## src/rtl/pipe_arith_pkg.sv

```systemverilog
// pipe_arith_pkg: mode encodings shared by the arithmetic stream pipeline
package pipe_arith_pkg;
    typedef enum logic [1:0] {
        MODE_ADD = 2'b00,
        MODE_SUB = 2'b01,
        MODE_X1  = 2'b10,
        MODE_X2  = 2'b11
    } mode_e;
endpackage

```

## src/rtl/pipe_arith_stream_if.sv

```systemverilog
// pipe_arith_stream_if: operand/result handshake bundle for pipe_arith_stream
interface pipe_arith_stream_if #(parameter int N = 16);
    logic           in_valid;
    logic           in_ready;
    logic [N-1:0]   A;
    logic [N-1:0]   B;
    logic [N-1:0]   C;
    logic [N-1:0]   D;
    logic [1:0]     mode;
    logic           out_valid;
    logic           out_ready;
    logic [2*N-1:0] F;
    logic [1:0]     occupancy;
    modport master (
        output in_valid, A, B, C, D, mode, out_ready,
        input  in_ready, out_valid, F, occupancy
    );
    modport slave (
        input  in_valid, A, B, C, D, mode, out_ready,
        output in_ready, out_valid, F, occupancy
    );
endinterface

```

## src/rtl/pipe_stage_reg.sv

```systemverilog
// pipe_stage_reg: one elastic pipeline stage that loads when empty or when its successor drains it
module pipe_stage_reg #(
    parameter int WIDTH      = 8,
    parameter bit RESET_DATA = 1'b0
) (
    input  logic             clk,
    input  logic             rst,
    input  logic             in_valid,
    input  logic [WIDTH-1:0] d,
    input  logic             next_load,
    output logic             load,
    output logic             valid,
    output logic             valid_nxt,
    output logic [WIDTH-1:0] q
);
    assign load      = !valid || next_load;
    assign valid_nxt = load ? in_valid : valid;
    always_ff @(posedge clk) begin
        if (rst) begin
            valid <= 1'b0;
            if (RESET_DATA) q <= '0;
        end else begin
            valid <= valid_nxt;
            if (load && in_valid) q <= d;
        end
    end
endmodule

```

## src/rtl/pipe_arith_stream.sv

```systemverilog
// pipe_arith_stream: three-stage elastic pipeline computing F = f(A+B, C-D) * D
module pipe_arith_stream
    import pipe_arith_pkg::*;
#(
    parameter int N           = 16,
    parameter int OP_MODES_EN = 1
) (
    input logic               clk,
    input logic               rst,
    pipe_arith_stream_if.slave s
);
    localparam int W1 = 3 * N + 2;
    logic [N-1:0]   x1, x2, x1_q, x2_q, d1, x3, x3_q, d2;
    logic [1:0]     m_in, m_q;
    logic [W1-1:0]  s1_q;
    logic [2*N-1:0] s2_q, f_d, f_q;
    logic           ld1, ld2, ld3, v1, v2, v3, vn1, vn2, vn3;
    logic [1:0]     occ;
    always_comb begin
        m_in = (OP_MODES_EN != 0) ? s.mode : MODE_ADD;
        x1   = s.A + s.B;
        x2   = s.C - s.D;
        x3   = m_q == MODE_ADD ? x1_q + x2_q :
               m_q == MODE_SUB ? x1_q - x2_q :
               m_q == MODE_X1  ? x1_q : x2_q;
        f_d  = {{N{1'b0}}, x3_q} * {{N{1'b0}}, d2};
    end
    assign {x1_q, x2_q, d1, m_q} = s1_q;
    assign {x3_q, d2}            = s2_q;
    pipe_stage_reg #(.WIDTH(W1)) u_s1 (
        .clk(clk), .rst(rst), .in_valid(s.in_valid), .d({x1, x2, s.D, m_in}),
        .next_load(ld2), .load(ld1), .valid(v1), .valid_nxt(vn1), .q(s1_q)
    );
    pipe_stage_reg #(.WIDTH(2 * N)) u_s2 (
        .clk(clk), .rst(rst), .in_valid(v1), .d({x3, d1}),
        .next_load(ld3), .load(ld2), .valid(v2), .valid_nxt(vn2), .q(s2_q)
    );
    // Only the result register is cleared so F reads 0 straight after reset
    pipe_stage_reg #(.WIDTH(2 * N), .RESET_DATA(1'b1)) u_s3 (
        .clk(clk), .rst(rst), .in_valid(v2), .d(f_d),
        .next_load(s.out_ready), .load(ld3), .valid(v3), .valid_nxt(vn3), .q(f_q)
    );
    always_ff @(posedge clk) begin
        occ <= rst ? 2'd0 : 2'(vn1) + 2'(vn2) + 2'(vn3);
    end
    assign s.in_ready  = ld1 && !rst;
    assign s.out_valid = v3;
    assign s.F         = f_q;
    assign s.occupancy = occ;
endmodule

```

## src/flat_wrapper.sv

```systemverilog
// flat-port wrapper written by rule: the top's interface ports become plain ports
module pipe_arith_stream_flat import pipe_arith_pkg::*;
#(
    parameter int N           = 16,
    parameter int OP_MODES_EN = 1
)
  (clk, rst, s_in_valid, s_A, s_B, s_C, s_D, s_mode, s_out_ready, s_in_ready, s_out_valid, s_F, s_occupancy);
  pipe_arith_stream_if #(.N(N)) s_i ();
  input logic clk;
  input logic rst;
  input wire logic [$bits(s_i.in_valid)-1:0] s_in_valid;
  input wire logic [$bits(s_i.A)-1:0] s_A;
  input wire logic [$bits(s_i.B)-1:0] s_B;
  input wire logic [$bits(s_i.C)-1:0] s_C;
  input wire logic [$bits(s_i.D)-1:0] s_D;
  input wire logic [$bits(s_i.mode)-1:0] s_mode;
  input wire logic [$bits(s_i.out_ready)-1:0] s_out_ready;
  output wire logic [$bits(s_i.in_ready)-1:0] s_in_ready;
  output wire logic [$bits(s_i.out_valid)-1:0] s_out_valid;
  output wire logic [$bits(s_i.F)-1:0] s_F;
  output wire logic [$bits(s_i.occupancy)-1:0] s_occupancy;
  assign s_i.in_valid = s_in_valid;
  assign s_i.A = s_A;
  assign s_i.B = s_B;
  assign s_i.C = s_C;
  assign s_i.D = s_D;
  assign s_i.mode = s_mode;
  assign s_i.out_ready = s_out_ready;
  assign s_in_ready = s_i.in_ready;
  assign s_out_valid = s_i.out_valid;
  assign s_F = s_i.F;
  assign s_occupancy = s_i.occupancy;
  pipe_arith_stream #(.N(N), .OP_MODES_EN(OP_MODES_EN)) u_core (.clk(clk), .rst(rst), .s(s_i));
endmodule
```

## config.mk

```make
export PLATFORM = sky130hd
export DESIGN_NAME = pipe_arith_stream_flat
export DESIGN_NICKNAME = d
export VERILOG_FILES = /design/src/rtl/pipe_arith_pkg.sv /design/src/rtl/pipe_arith_stream_if.sv /design/src/rtl/pipe_stage_reg.sv /design/src/rtl/pipe_arith_stream.sv /design/src/flat_wrapper.sv
export SDC_FILE = /design/constraint.sdc
export NUM_CORES = 1
export LEC_CHECK = 0
export ABC_AREA = 1
export CAP_MARGIN = 20
export CORE_MARGIN = 3
export CORE_UTILIZATION = 45
export CTS_CLUSTER_SIZE = 25
export DETAILED_ROUTE_END_ITERATION = 16
export PLACE_DENSITY = 0.72
export REMOVE_ABC_BUFFERS = 1
export SETUP_SLACK_MARGIN = 0.3
export SLEW_MARGIN = 20
export SYNTH_ARGS = -nofsm -noshare
export SYNTH_HDL_FRONTEND = slang
export SYNTH_SLANG_ARGS = --single-unit
```

## constraint.sdc

```tcl
create_clock -name clk -period 5.85 [get_ports clk]
set_input_delay 0.585 -clock clk [delete_from_list [all_inputs] [get_ports clk]]
set_output_delay 0.585 -clock clk [all_outputs]
set_load 0.01 [all_outputs]
```

==> impl_results.md, run 1 <==
- TNS Setup: 0 ns
- Share of the synthesized area in the top cell type: approximately a quarter
- CP Class: reg -> reg
- Multiplexer share of the synthesized area: 0%
- Ys flop type: edfxtp_1
- Top cells by instance count after synthesis: nand2_1, inv_1, fa_1
- Reg2reg setup slack: 0.44 ns
- Clock latency on the worst-skew pair: 0.45 ns
- Worst slew pin tran: 1.05 ns
- Leak pwr: approximately 0.011 uW
- Ranking of synthesized cells by area: fa_1, nand2_1, edfxtp_1, inv_1, ha_1
- Vias in the first global route: approximately 14k
- Final WS setup: ~0.44 ns
- RSZ-0062 raised after global routing: yes
- Post-synthesis simple-gate area fraction: 22.7%
- Routed WL per cell: roughly 15 microns
- Peak supply drop: ~0.40 mV
- Nets: 2892
- Rows: 70
- Crit-path max FO: 6
- Clk slew on worst S/H paths: roughly 0.07 ns
- Mapped cell area: 17100 sq um
- First-pass GRT wire length: slightly above 70000 microns
- Hold Path Origin: u_core.u_s1.q[9]
- H-tree depth: 4
- Most used routing layer: met2
- Pre-CTS setup slack: 0.0947 ns
- Reg2Reg Depth: 24
- Ys async rst share: 0%
- Final period util: 92.5%
- Post-synth EDFFs: 82
- Post-DP HPWL: around 36000 microns
- Overflow after GRT: 0
- Antenna Cells: 0
- Hold Vio Cnt, Final: 0
- Core footprint: between 30000 and 40000 sq um
- Post-Layout Cell Count: about 3.0k
- Slowest Stage Delay on Critical Path: around 0.52 ns
- Total die area: between 40000 and 50000 sq um
- Root buffer cell: clkbuf_16
- Sequential cell area: 3200 sq um
- Largest net degree at the start of global routing: 51
- Hold Crit Class: reg -> reg
- Worst R2R Start: u_core.u_s2.q[27]
- CTS tree: done
- Crit path max-delay family: adder cells
- Area leader, netlist: fa_1
- Compound-Gate Fraction of Synth Area: roughly 6%
- CP max stage cell: fa_1
- Num CTS Buffers: 17
- CP Capture Type: register
- Final Setup Violations: 0
- Antenna viol nets, final: 0
- Synthesized area per cell: between 7 and 8 sq um
- FILL cells: 3500
- Vias: around 15k
- Clock Power Share: approximately 15%
- Pwr dens: 382 nW/um^2
- Initial cell density of the core: 46.1%
- Drt pass-1 iters: 7
- Vias per cell: ~5.0
- Grt met2 use: 35.6%
- Switch Pwr: 3970 uW
- Combinational share of power: 71.5%
- Worst R2R End: u_core.u_s3.q[26]
- Cell-internal power: between 3000 and 4000 uW
- Total GRT Usage: a little over a fifth
- Register area share after synthesis: a little under a fifth
- Max_cap viols: 0
- Hold EP: u_core.u_s2.q[7]
- Placed cell count: between 2k and 3k
- Run status: complete, no violations
- Die X: 201 microns
- Clock Skew: between 0.015 and 0.02 ns
- Switch share: between 50% and 60%
- Drt drc: 0
- Area grow syn2layout: 15.9%
- Initial antenna violation count: 0
- Post-Syn Instances: 2338
- Clock Path Buffers: 2
- Port Buf Inserts: 105
- Placer Congestion: 0.940
- Worst Path Buf+Inv: 8
- WP data required: roughly 6.2 ns
- Flops & latches, synth: 119
- Data arrival, critical path: approximately 5.8 ns
- Met1 usage: between 30% and 40%
- Adder-cell share of the synthesized area: 35.3%
- Total length of routed wires: roughly 44000 microns
- DRT iter0 DRCs: roughly 1.1k
- Die Span Y: approximately 200 microns
- IO Pins: between 100 and 150
- Cts hold-fix bufs: 0
- Minimum clock period: between 5 and 6 ns
- Post-Synth XOR/XNOR Area: 2.20%
- Met3 usage: between 3 and 4%
- Critical-path cell list: buf_4 -> buf_4 -> nand2_1 -> inv_1 -> fa_1 -> inv_1 -> fa_1 -> fa_1 -> inv_1 -> fa_1 -> fa_1 -> inv_1 -> fa_1 -> inv_1 -> ha_2 -> nand2_1 -> nor2_2 -> nand2_1 -> nor2_1 -> nand2_1 -> nand3_1 -> nor2_1 -> o21bai_1 -> inv_1
- Largest family of logic cells by synthesized area: adder cells
- WHS Path Cells: 0
- Count leader, synth: nand2_1
- Syn. warnings: 0
- Layout cells sized above 1: under 10%
- F_max: 185 MHz
- Area of the multi-input gates: roughly 11000 sq um
- Sequential share of power: 13.5%
- Critical Path Source Type: register
- Fin. max-slew vios: 0
- Max_slew headroom: between 20% and 30%
- Distinct cell type count after synthesis: between 40 and 50
- Clock net sink count: 119
==> area by class of cell <==
cell class | instances | area share [%]
clock buffer | 18 | 2.17
clock inverter | 14 | 0.953
inverter | 592 | 11.2
multi-input combinational | 1544 | 57.6
sequential | 119 | 16.2
tap | 504 | 3.18
timing repair buffer | 185 | 8.76
==> kinds of logic (layout without fill, tap and decap cells) <==
kind of cell | count (synthesis) | after routing
and+or+nand+nor | 952 | 952
adders and majority gates | 363 | 363
AOI/OAI and AO/OA | 186 | 186
buffers and inverters | 675 | 809
xor gates and xnor gates | 43 | 43
DFF | 119 | 119
==> state kept, by name, summed over array words and instances (netlist names) <==
register	count
u_core.u_s1.valid	1
u_core.s.occupancy	2
u_core.u_s2.q	32
u_core.u_s1.q	50
u_core.u_s2.valid	1
u_core.u_s3.q	32
u_core.u_s3.valid	1
==> metal layers <==
layer	up-vias	share of wire [%]
met2	526	47
met3	72	6.6
li1	7201	-
met1	7014	45
met5	-	0
met4	0	2.0
==> worst max path at each step <==
stage,start,endpoint,slack [ns],cells after the start
after CTS,u_core.u_s2.q[25],u_core.u_s3.q[27],0.31,20
after floorplan,u_core.u_s2.q[23],u_core.u_s3.q[23],0.81,24
after detailed placement,u_core.u_s2.q[27],u_core.u_s3.q[27],0.09,20
after global placement,u_core.u_s2.q[27],u_core.u_s3.q[27],0.18,20
after global routing,u_core.u_s2.q[25],u_core.u_s3.q[31],0.22,23
final,u_core.u_s2.q[27],u_core.u_s3.q[26],0.44,24
==> placed cells by master, fill, tap and decap left out, types with 5 or more instances in the layout <==
cell type / instances
a21oi_1: 82
fa_1: 199
o21bai_1: 6
clkbuf_16: 17
buf_4: 72
ha_1: 160
a21o_1: 5
nand2_1: 670
o21ai_0: 57
nand4_1: 11
nand3_1: 85
inv_2: 9
nor2_4: 7
nand2_2: 9
a21oi_2: 7
nor2_1: 132
o21ai_1: 9
nor3_1: 10
xor2_1: 30
inv_1: 582
buf_12: 7
dfxtp_1: 37
o211ai_1: 7
clkdlybuf4s50_1: 105
nand3b_1: 7
nor2_2: 7
edfxtp_1: 82
nand3_2: 5
xnor2_1: 13
==> power by group through the flow <==
| stage | clock (uW) | sequential, uW | combinational, uW |
|---|---|---|---|
| 3_3_place_gp | 0 | 1050 | 5010 |
| 6_report | 1140 | 1020 | 5400 |
| 5_1_grt | 1200 | 1020 | 6130 |
| 4_1_cts | 1150 | 1030 | 5120 |
| 3_5_place_dp | 0 | 1060 | 5060 |
| 2_1_floorplan | 0 | 1050 | 3780 |
==> stage by stage <==
stage	total power (uW)	instance area [sq um]	utilization, %	hold WS, ns
2_1_floorplan	4830	16800	-	0.400
3_3_place_gp	6060	18600	50.2	0.403
3_5_place_dp	6120	18600	50.2	0.405
4_1_cts	7300	19400	52.4	0.414
5_1_grt	8350	19800	53.5	0.414
6_report	7560	19800	53.5	0.414
==> timing repair <==
action | in CTS | in global routing
pin swaps | 0 | 2
resized for setup | 0 | 19
setup buffers | 21 | 38
hold endpoints to repair | 0 | 0
endpoints found under the setup margin | 19 | 21
No activity file was read; power rests on OpenSTA's default activity.
==> inputs of run 2 (changes only) <==
--- a/config.mk
+++ b/config.mk
@@ -11,9 +11,9 @@
 export CORE_UTILIZATION = 45
 export CTS_CLUSTER_SIZE = 25
 export DETAILED_ROUTE_END_ITERATION = 16
-export PLACE_DENSITY = 0.72
+export PLACE_DENSITY = 0.71
 export REMOVE_ABC_BUFFERS = 1
-export SETUP_SLACK_MARGIN = 0.3
+export SETUP_SLACK_MARGIN = 0.02
 export SLEW_MARGIN = 20
 export SYNTH_ARGS = -nofsm -noshare
 export SYNTH_HDL_FRONTEND = slang
==> impl_results.md, run 2 (synthesized netlist as in run 1, its figures left out) <==
- Fin. max-slew vios: 0 (unchanged)
- Reg2Reg Depth: 21 (-13%)
- Crit-path max FO: 10 (+4)
- Minimum clock period: 5.56 ns (+0.143 ns)
- Routed WL per cell: 14.7 microns (-1.4%)
- Area grow syn2layout: 14.1%
- Vias: 14.6k (-1.4%)
- Hold EP: u_core.u_s2.q[14]
- Vias per cell: 4.95 (-0.62%)
- Clk slew on worst S/H paths: 0.07 ns (about the same)
- Total die area: 40400 sq um (unchanged)
- Total length of routed wires: 43300 microns (-2.2%)
- Met3 usage: 3.44% (-0.23 points)
- Hold Vio Cnt, Final: 0 (unchanged)
- CP Class: reg -> reg
- Largest net degree at the start of global routing: 51 (unchanged)
- Worst slew pin tran: 0.874 ns (-0.179 ns)
- TNS Setup: 0 ns (unchanged)
- Antenna Cells: 0 (unchanged)
- Number of flip-flops in the largest register: 50 (unchanged)
- Die Span Y: 201 microns (unchanged)
- FILL cells: 3559 (+1.7%)
- CP Capture Type: register
- Hold Crit Class: reg -> reg
- Root buffer cell: clkbuf_16
- Drt drc: 0 (unchanged)
- Grt met2 use: 34.2% (-1.5 points)
- F_max: 180 MHz (-2.6%)
- Initial antenna violation count: 0 (unchanged)
- Clock net sink count: 119 (unchanged)
- WHS Path Cells: 0 (unchanged)
- Initial cell density of the core: 46.1% (unchanged)
- Commonest non-fill, non-tap cell in the layout: nand2_1
- Top Registers: u_core.u_s1.q: 50 flops, u_core.u_s2.q: 32 flops, u_core.u_s3.q: 32 flops
- Run status: complete, no violations
- Placer Congestion: 0.926 (-1.5%)
- Data arrival, critical path: 5.89 ns (+0.14 ns)
- Post CTS Setup Buffer Count: 0 (-100%)
- Core footprint: 37000 sq um (unchanged)
- Final Setup Violations: 0 (unchanged)
- Post-DP HPWL: 35800 microns (-0.51%)
- Pwr dens: 367 nW/um^2 (-3.9%)
- Leak pwr: 0.0109 uW (-1.3%)
- Worst R2R Start: u_core.u_s2.q[26]
- Reg2reg setup slack: 0.29 ns (-0.14 ns)
- CTS tree: done
- Clock Skew: 0.0145 ns (-0.000851 ns)
- Vias in the first global route: 14.3k (+0.29%)
- Most used routing layer: met2
- Peak supply drop: 0.324 mV (-20%)
- Worst R2R End: u_core.u_s3.q[26]
- DRT iter0 DRCs: 1163 (+1.9%)
- WP data required: 6.18 ns (about the same)
- Max_slew headroom: 41.7% (+12 points)
- First-pass GRT wire length: 71000 microns (-1.1%)
- Critical Path Source Type: register
- Final period util: 95.0% (+2.4 points)
- IO Pins: 106 (unchanged)
- Layout cells sized above 1: 5.35% (-1.4 points)
- Nets: 2868 (-0.83%)
- Drt pass-1 iters: 5 (-2)
- Clock Path Buffers: 2 (unchanged)
- Met1 usage: 30.7% (+0.036 points)
- Die X: 201 microns (unchanged)
- Total GRT Usage: 21.6% (-0.35 points)
- Antenna viol nets, final: 0 (unchanged)
- Total power: 7150 uW (-5.5%)
- Cts hold-fix bufs: 0 (unchanged)
- Top reg by flops: u_core.u_s1.q
- Rows: 70 (unchanged)
- Overflow after GRT: 0 (unchanged)
- Port Buf Inserts: 105 (unchanged)
- Post-CTS resize count: 0 (unchanged)
- Max_cap viols: 0 (unchanged)
- Clock latency on the worst-skew pair: 0.44 ns (about the same)
- H-tree depth: 4 (unchanged)
- Commonest cells after routing, fill and taps aside: nand2_1, inv_1, fa_1
- Num CTS Buffers: 17 (unchanged)
- Hold Path Origin: u_core.u_s1.q[16]
- RSZ-0062 raised after global routing: no
## run 2: how the worst max path moves through the flow
stage,to,depth (start not counted),start
final,u_core.u_s3.q[26],21,u_core.u_s2.q[26]
after global placement,u_core.u_s3.q[26],20,u_core.u_s2.q[27]
after floorplan,u_core.u_s3.q[23],24,u_core.u_s2.q[23]
after global routing,u_core.u_s3.q[26],21,u_core.u_s2.q[26]
after CTS,u_core.u_s3.q[21],20,u_core.u_s2.q[27]
after detailed placement,u_core.u_s3.q[21],20,u_core.u_s2.q[27]
## run 2: critical path: stages, from the launching register on
cell and delay [ns]:
edfxtp_1 0.57, buf_4 0.27, nand2_1 0.09, fa_1 0.50, inv_1 0.05, fa_1 0.49
fa_1 0.57, fa_1 0.43, fa_1 0.49, inv_1 0.05, fa_1 0.47, inv_1 0.04
ha_1 0.35, nand2_1 0.11, nor2_1 0.20, nand2_1 0.12, nor2_1 0.12, nand2_1 0.09
nand3_1 0.18, nor2_1 0.06, o21bai_1 0.14, inv_1 0.05
## run 2: per-layer routing
layer  vias up  part of all wire, %
met1      6898                   45
met3        63                  6.6
met2       487                   46
met4         0                  2.1
met5         -                    0
li1       7154                    -
## run 2: report_power, final
| group | internal (uW) | leakage (uW) | switching, uW | total, uW |
|---|---|---|---|---|
| registers | 978 | 0.00107 | 54.3 | 1030 |
| clock network | 594 | 0.000275 | 424 | 1020 |
| logic | 1820 | 0.00959 | 3270 | 5100 |
## run 2: area by class of cell
type	count	area (sq um)	area share [%]
Tap cell	504	631	3.23
Inverter	592	2220	11.4
Multi-Input combinational cell	1544	11300	58.1
Clock buffer	18	429	2.20
Timing Repair Buffer	161	1530	7.87
Clock inverter	14	143	0.732
Sequential cell	119	3200	16.4
## run 2: stage by stage
stage / hold slack, ns / instance area [sq um] / worst slack (ns) / instances / utilization [%]
after floorplan: 0.400 / 16800 / 0.807 / 2255 / -
after global placement: 0.401 / 18600 / 0.178 / 2883 / 50.2
after detailed placement: 0.406 / 18600 / 0.160 / 2883 / 50.2
after CTS: 0.421 / 19200 / 0.139 / 2915 / 51.7
after global routing: 0.423 / 19500 / 0.0346 / 2952 / 52.6
final: 0.422 / 19500 / 0.293 / 2952 / 52.6
